`config.mk`:
```
export PLATFORM = sky130hd
export DESIGN_NAME = mem_arbiter
export DESIGN_NICKNAME = d
export VERILOG_FILES = /design/src/rtl/mem_arb_pkg.sv /design/src/rtl/mem_arb_tag_pipe.sv /design/src/rtl/mem_arbiter.sv
export SDC_FILE = /design/constraint.sdc
export NUM_CORES = 1
export LEC_CHECK = 0
export CORE_MARGIN = 2
export CORE_UTILIZATION = 35
export CTS_CLUSTER_SIZE = 12
export DETAILED_ROUTE_END_ITERATION = 8
export GPL_TIMING_DRIVEN = 0
export HOLD_SLACK_MARGIN = 0.15
export PLACE_DENSITY = 0.75
export SYNTH_ARGS = -nofsm -noshare
export SYNTH_HDL_FRONTEND = slang
export SYNTH_SLANG_ARGS = --single-unit
```
`constraint.sdc`:
```
create_clock -name clock -period 1.11 [get_ports clock]
set_clock_uncertainty 0.05 [all_clocks]
set_input_delay 0.111 -clock clock [delete_from_list [all_inputs] [get_ports clock]]
set_output_delay 0.111 -clock clock [all_outputs]
set_load 0.03 [all_outputs]
```
`src/rtl/mem_arb_pkg.sv`:
```
// Shared types and constants for the two-port RAM arbiter (mem_arbiter).
package mem_arb_pkg;

  localparam int unsigned MEM_ADDR_W = 16;
  localparam int unsigned MEM_DATA_W = 16;

  localparam logic PORT_CPU = 1'b0;
  localparam logic PORT_AUX = 1'b1;

  typedef struct packed {
    logic                  we;
    logic [MEM_ADDR_W-1:0] addr;
    logic [MEM_DATA_W-1:0] wdata;
  } mem_req_t;

  typedef struct packed {
    logic valid;
    logic port;
  } rd_tag_t;

endpackage

```
`src/rtl/mem_arb_tag_pipe.sv`:
```
// Read-tag delay line: carries {valid, port} alongside the RAM read latency.
module mem_arb_tag_pipe
  import mem_arb_pkg::*;
#(
  parameter int unsigned DEPTH = 3
) (
  input  logic    clock,
  input  logic    clear,
  input  rd_tag_t i_tag,
  output rd_tag_t o_tag
);

  rd_tag_t r_stage [DEPTH];

  always_ff @(posedge clock) begin
    if (clear) begin
      for (int i = 0; i < int'(DEPTH); i++) r_stage[i] <= '0;
    end else begin
      r_stage[0] <= i_tag;
      for (int i = 1; i < int'(DEPTH); i++) r_stage[i] <= r_stage[i-1];
    end
  end

  assign o_tag = r_stage[DEPTH-1];

endmodule

```
`src/rtl/mem_arbiter.sv`:
```
// Two-port arbiter for the shared single-port data RAM (port 0 = CPU, port 1 = aux).
// MEM_ARB_RR_EN selects round-robin arbitration; otherwise port 0 has fixed priority.
module mem_arbiter
  import mem_arb_pkg::*;
#(
  parameter int unsigned READ_LATENCY = 2,
  parameter int unsigned ADDR_W       = MEM_ADDR_W,
  parameter int unsigned DATA_W       = MEM_DATA_W
) (
  input  logic              clock,
  input  logic              reset,
  input  logic              req0,
  input  logic              we0,
  input  logic [ADDR_W-1:0] addr0,
  input  logic [DATA_W-1:0] wdata0,
  input  logic              req1,
  input  logic              we1,
  input  logic [ADDR_W-1:0] addr1,
  input  logic [DATA_W-1:0] wdata1,
  output logic              gnt0,
  output logic              gnt1,
  output logic              rvalid0,
  output logic              rvalid1,
  output logic [DATA_W-1:0] rdata0,
  output logic [DATA_W-1:0] rdata1,
  output logic [ADDR_W-1:0] address_ram,
  output logic [DATA_W-1:0] data_ram,
  output logic              wren_ram,
  input  logic [DATA_W-1:0] q_ram
);

  localparam int unsigned TAG_DEPTH = READ_LATENCY + 1;

  logic     w_acc;
  mem_req_t w_sel;
  rd_tag_t  w_tag_in;
  rd_tag_t  w_tag_out;

`ifdef MEM_ARB_RR_EN
  logic r_last;
`endif

  // Zero-latency grant; at most one port wins per cycle
  always_comb begin
    gnt0 = 1'b0;
    gnt1 = 1'b0;
    if (!reset) begin
`ifdef MEM_ARB_RR_EN
      if (req0 && req1) begin
        gnt0 = (r_last == PORT_AUX);
        gnt1 = (r_last == PORT_CPU);
      end else begin
        gnt0 = req0;
        gnt1 = req1;
      end
`else
      gnt0 = req0;
      gnt1 = req1 && !req0;
`endif
    end
  end

  always_comb begin
    w_acc    = gnt0 | gnt1;
    w_tag_in = '0;
    if (gnt1) begin
      w_sel = '{we: we1, addr: MEM_ADDR_W'(addr1), wdata: MEM_DATA_W'(wdata1)};
    end else begin
      w_sel = '{we: we0, addr: MEM_ADDR_W'(addr0), wdata: MEM_DATA_W'(wdata0)};
    end
    w_tag_in.valid = w_acc & ~w_sel.we;
    w_tag_in.port  = gnt1 ? PORT_AUX : PORT_CPU;
  end

  mem_arb_tag_pipe #(
    .DEPTH (TAG_DEPTH)
  ) u_tag_pipe (
    .clock (clock),
    .clear (reset),
    .i_tag (w_tag_in),
    .o_tag (w_tag_out)
  );

  // RAM-side command registers and per-port read return
  always_ff @(posedge clock) begin
    if (reset) begin
      address_ram <= '0;
      data_ram    <= '0;
      wren_ram    <= 1'b0;
      rvalid0     <= 1'b0;
      rvalid1     <= 1'b0;
      rdata0      <= '0;
      rdata1      <= '0;
    end else begin
      wren_ram <= w_acc & w_sel.we;
      if (w_acc) begin
        address_ram <= ADDR_W'(w_sel.addr);
        data_ram    <= DATA_W'(w_sel.wdata);
      end
      rvalid0 <= w_tag_out.valid && (w_tag_out.port == PORT_CPU);
      rvalid1 <= w_tag_out.valid && (w_tag_out.port == PORT_AUX);
      if (w_tag_out.valid && (w_tag_out.port == PORT_CPU)) rdata0 <= q_ram;
      if (w_tag_out.valid && (w_tag_out.port == PORT_AUX)) rdata1 <= q_ram;
    end
  end

`ifdef MEM_ARB_RR_EN
  // Reset value makes port 0 win the first conflict
  always_ff @(posedge clock) begin
    if (reset) begin
      r_last <= PORT_AUX;
    end else if (w_acc) begin
      r_last <= gnt1;
    end
  end
`endif

endmodule

```
# Word level (Yosys, flattened, before mapping)
# Memory sizes are Yosys's and may differ from the RTL's.
# Index checks and enable logic that the tools add are counted.
# totals
input_bits,86
mem_count,1
elab_cells,30
ramBits,6
mem_bits_ro,0
output_inout_bits,69
reg_bits,67
latchBits,0
# classes
n_eq_ne,0
shifts,0
muxes,10
n_addsub,0
n_lt_le_gt_ge,0
reduce_logical,4
n_mul,0
bitwise,8
div,0
# mem_list
memory,depth,width,read_ports,rd_clocked_by_memory_dff,write_ports,line_no,rtl
u_tag_pipe.r_stage,3,2,3,0,3,mem_arb_tag_pipe.sv:13,rd_tag_t r_stage [DEPTH];
# op_table
operator,n
$mux W33,1
$mux W1,6
$mux W2,3
$or A1 B1 Y1,4
$logic_and A1 B1 Y1,3
$and A1 B1 Y1,2
$not A1 Y1,2
$logic_not A1 Y1,1

# Depth between registers and ports, before layout
# depth
word_depth,7
ltp_mapped,5
mapped_depth_nobuf,3

# By module
# Synthesis repeated with hierarchy kept, for this count alone.
# unflattened
cells_unflattened,314
area_unflattened_um2,2876.5
# by_module_without_submodules
mod,cells_each,n_inst,area_per_inst_um2,seq_area_each_um2
mem_arbiter,300,1,2703.8,1341.3
mem_arb_tag_pipe,14,1,172.7,120.1

# Least setup slack after synthesis
# OpenSTA, ideal clock, no wires.
# synth_timing
path_kind,input -> output
start,input req0
end,output gnt1
n_path_buf,3
required_time_ns,0.949
slack_ns,-0.352
path_stages,4
arrival_time_ns,1.301
cell_sequence,clkbuf_1 buf_4 buf_4 nor3b_1
# synth_via
elab_chain_cells,3
# synth_lines
item,line_no,rtl
start: declaration,mem_arbiter.sv:12,"input logic req0,"
$logic_not A1 Y1,mem_arbiter.sv:58,gnt1 = req1 && !req0;
$logic_and A1 B1 Y1,mem_arbiter.sv:58,
$mux W1,mem_arbiter.sv:47,if (!reset) begin
end: declaration,mem_arbiter.sv:21,"output logic gnt1,"
# Every way passes these cells.

==> impl_metrics.toml <==
[global_route]
grt_max_degree = 20
grt.overflow.total = 0
antenna_found_initial = 0
grt_pass1_wl_um = 14030
grt_pass1_vias = 2927
grtUsageTotal_pct = 18.51

[synthesis]
synthesis.instances = 309
netlist.area_leader.share_pct = 47.93
avgSynthCellArea_um2 = 9.868
yosysTopAreaCell = "dfxtp_1"
synth_area_leaders = "dfxtp_1, mux2_4, mux2i_1"
syn_nets = 395
ys_seq_area_share_pct = 47.93
ys_warn_count = 0
ys_types = 20
ys_ff_latch = 73
synth_area_um2 = 3049

[worst_setup_path]
r2r_slack_ns = 0.02
crit_path_max_fanout = 16
path_class = "reg2reg"
cp-end-kind = "flip-flop"
r2r_start = "u_tag_pipe.r_stage[0][5]"
required_ns = 1.32
start_kind = "flip-flop"
crit_arrival_ns = 1.30
timing.rr.end = "rdata1[8]"
r2r_cells = 4

[layout]
areaGrowthSynthToFinish_pct = 59.62
seq_area_um2 = 1469
multi_input_area_um2 = 1544
n_antenna_cell = 0
drive_above_1_share_pct = 34.77
fill_cells = 772
nets = 567
layout_common_cells = "clkdlybuf4s50_1, buf_2, dfxtp_1, nand2_1, nor2_1"
final_common_cell = "clkdlybuf4s50_1"

[detailed_routing]
postRouteAntennaNets = 0
vias_per_cell = 4.753
wl_per_cell_um = 15.19
dr.pass1.iters = 4
drtIter0Drc = 59
drt-total-wl_um = 9024
vias = 2823
drc = 0

[cts]
clock_latency_ns = 0.34
cts_sinks = 73
htree_num_levels = 3
clk_pin_slew_ns = 0.08
cts-buffers-inserted = 9
cts_tree = "built"
root_buffer = "clkbuf_8"
cts_buffer_depth = 2

[placed_design]
hpwl_um = 6482
port_buffers = 151
gp_congestion = 0.8008

[run]
drv_cap = 0

[worst_hold_path]
min_to = "data_ram[3]"
whs_path_depth = 4
worstHoldPathType = "in2reg"
hp-start = "req1"

[timing]
timing.fmax_mhz = 918.6
fin_crit_sh_pct = 98.07
worst_pin_slew_ns = 0.6408
slew_headroom_pct = 57.28
setup_viol = 0
hold_ws_ns = 0.1810
setup-tns-final_ns = 0
min_period_ns = 1.089
slew_violations = 0
hold_viol = 0
grt_setup_unrepaired = "true"

[floorplan]
core_um2 = 8593
die_x_um = 97.34
die_h_um = 97.34
start_util_pct = 35.48
io_pins = 155
num_rows = 34
dieArea_um2 = 9474

[pwr]
p_per_area_nw_per_um2 = 1288
p_leak_nw = 2.206
max-vdd-ir-drop_v = 0.0006941

[outcome]
status = "finished, final reports clean"
-- repair_timing --
item / CTS / global route
setup endpoints to repair: 89 / 26
setup buffers: 4 / 2
gates cloned: 1 / 1
hold buffers: 5 / 0
hold endpoints to repair: 13 / 0
pin swaps: 0 / 5
resized for setup: 361 / 39
-- Yosys cell counts --
| cell | n |
|---|---|
| a21oi_1 | 34 |
| and2_1 | 1 |
| and3b_1 | 1 |
| buf_1 | 1 |
| buf_12 | 2 |
| buf_2 | 5 |
| buf_4 | 4 |
| buf_6 | 3 |
| clkbuf_1 | 7 |
| clkbuf_2 | 2 |
| dfxtp_1 | 73 |
| mux2_2 | 6 |
| mux2_4 | 26 |
| mux2i_1 | 32 |
| nand2_1 | 66 |
| nand2b_1 | 1 |
| nand3b_1 | 1 |
| nor2_1 | 34 |
| nor2b_1 | 7 |
| nor3b_1 | 3 |
-- worst max-delay path by stage --
stage	cells past startpoint	slack (ns)	end	start
after global routing	5	-0.02	rdata0[11]	u_tag_pipe.r_stage[0][4]
final	4	0.02	rdata1[8]	u_tag_pipe.r_stage[0][5]
after global placement	5	-0.56	gnt0	req0
after floorplan	4	-0.06	gnt1	req0
after CTS	5	0.003	rdata0[12]	u_tag_pipe.r_stage[0][4]
after detailed placement	5	-0.59	gnt0	req0
-- layout make-up --
cell class | instances | area share [%]
Clock buffer | 10 | 2.828
Sequential cell | 73 | 30.18
Buffer | 21 | 3.907
Tap cell | 108 | 2.776
Clock inverter | 6 | 1.877
Timing Repair Buffer | 164 | 26.71
Multi-Input combinational cell | 212 | 31.72
-- kinds of logic (layout without fill, tap and decap cells) --
kind of cell	count (synthesis)	in the layout	share of synthesized area (%)
buf+inv	24	201	5.540
compound gates	34	34	5.581
mux	64	64	25.52
simple gates	114	114	15.43
flops	73	73	47.93
-- flip-flops by register name, indices dropped and copies added (netlist names) --
register	flops
address_ram	16
data_ram	16
rdata0	16
rdata1	16
u_tag_pipe.r_stage	6
rvalid0	1
rvalid1	1
wren_ram	1
-- power by group --
part           switching (mW)  internal, mW  leakage [nW]
registers              0.0549          2.72         0.599
logic                   0.527         0.623          1.49
clock network            1.01          1.33         0.116
-- critical path: stages, from the launching register on --
cell	delay [ns]
dfxtp_4	0.37
buf_4	0.15
nand2_4	0.17
nand2_1	0.11
a21oi_2	0.17
-- metal layers --
layer,wire length (um),global-route usage [%]
met5,0,0
met2,4340,32.53
met1,3507,19.71
met4,166,7.585
met3,1009,7.482
-- per-stage QoR --
| step | cell area, um2 | power, mW | instances | setup slack, ns | utilization, % |
|---|---|---|---|---|---|
| after floorplan | 3057 | 3.449 | 309 | -0.06102 | - |
| after global placement | 4703 | 4.012 | 568 | -0.5623 | 54.73 |
| after detailed placement | 4703 | 4.030 | 568 | -0.5887 | 54.73 |
| after CTS | 4730 | 6.345 | 593 | 0.002765 | 55.04 |
| after global routing | 4867 | 6.540 | 594 | -0.01863 | 56.64 |
| final | 4867 | 6.270 | 594 | 0.02138 | 56.64 |
Note: power is estimated with default switching activity, not from simulation.
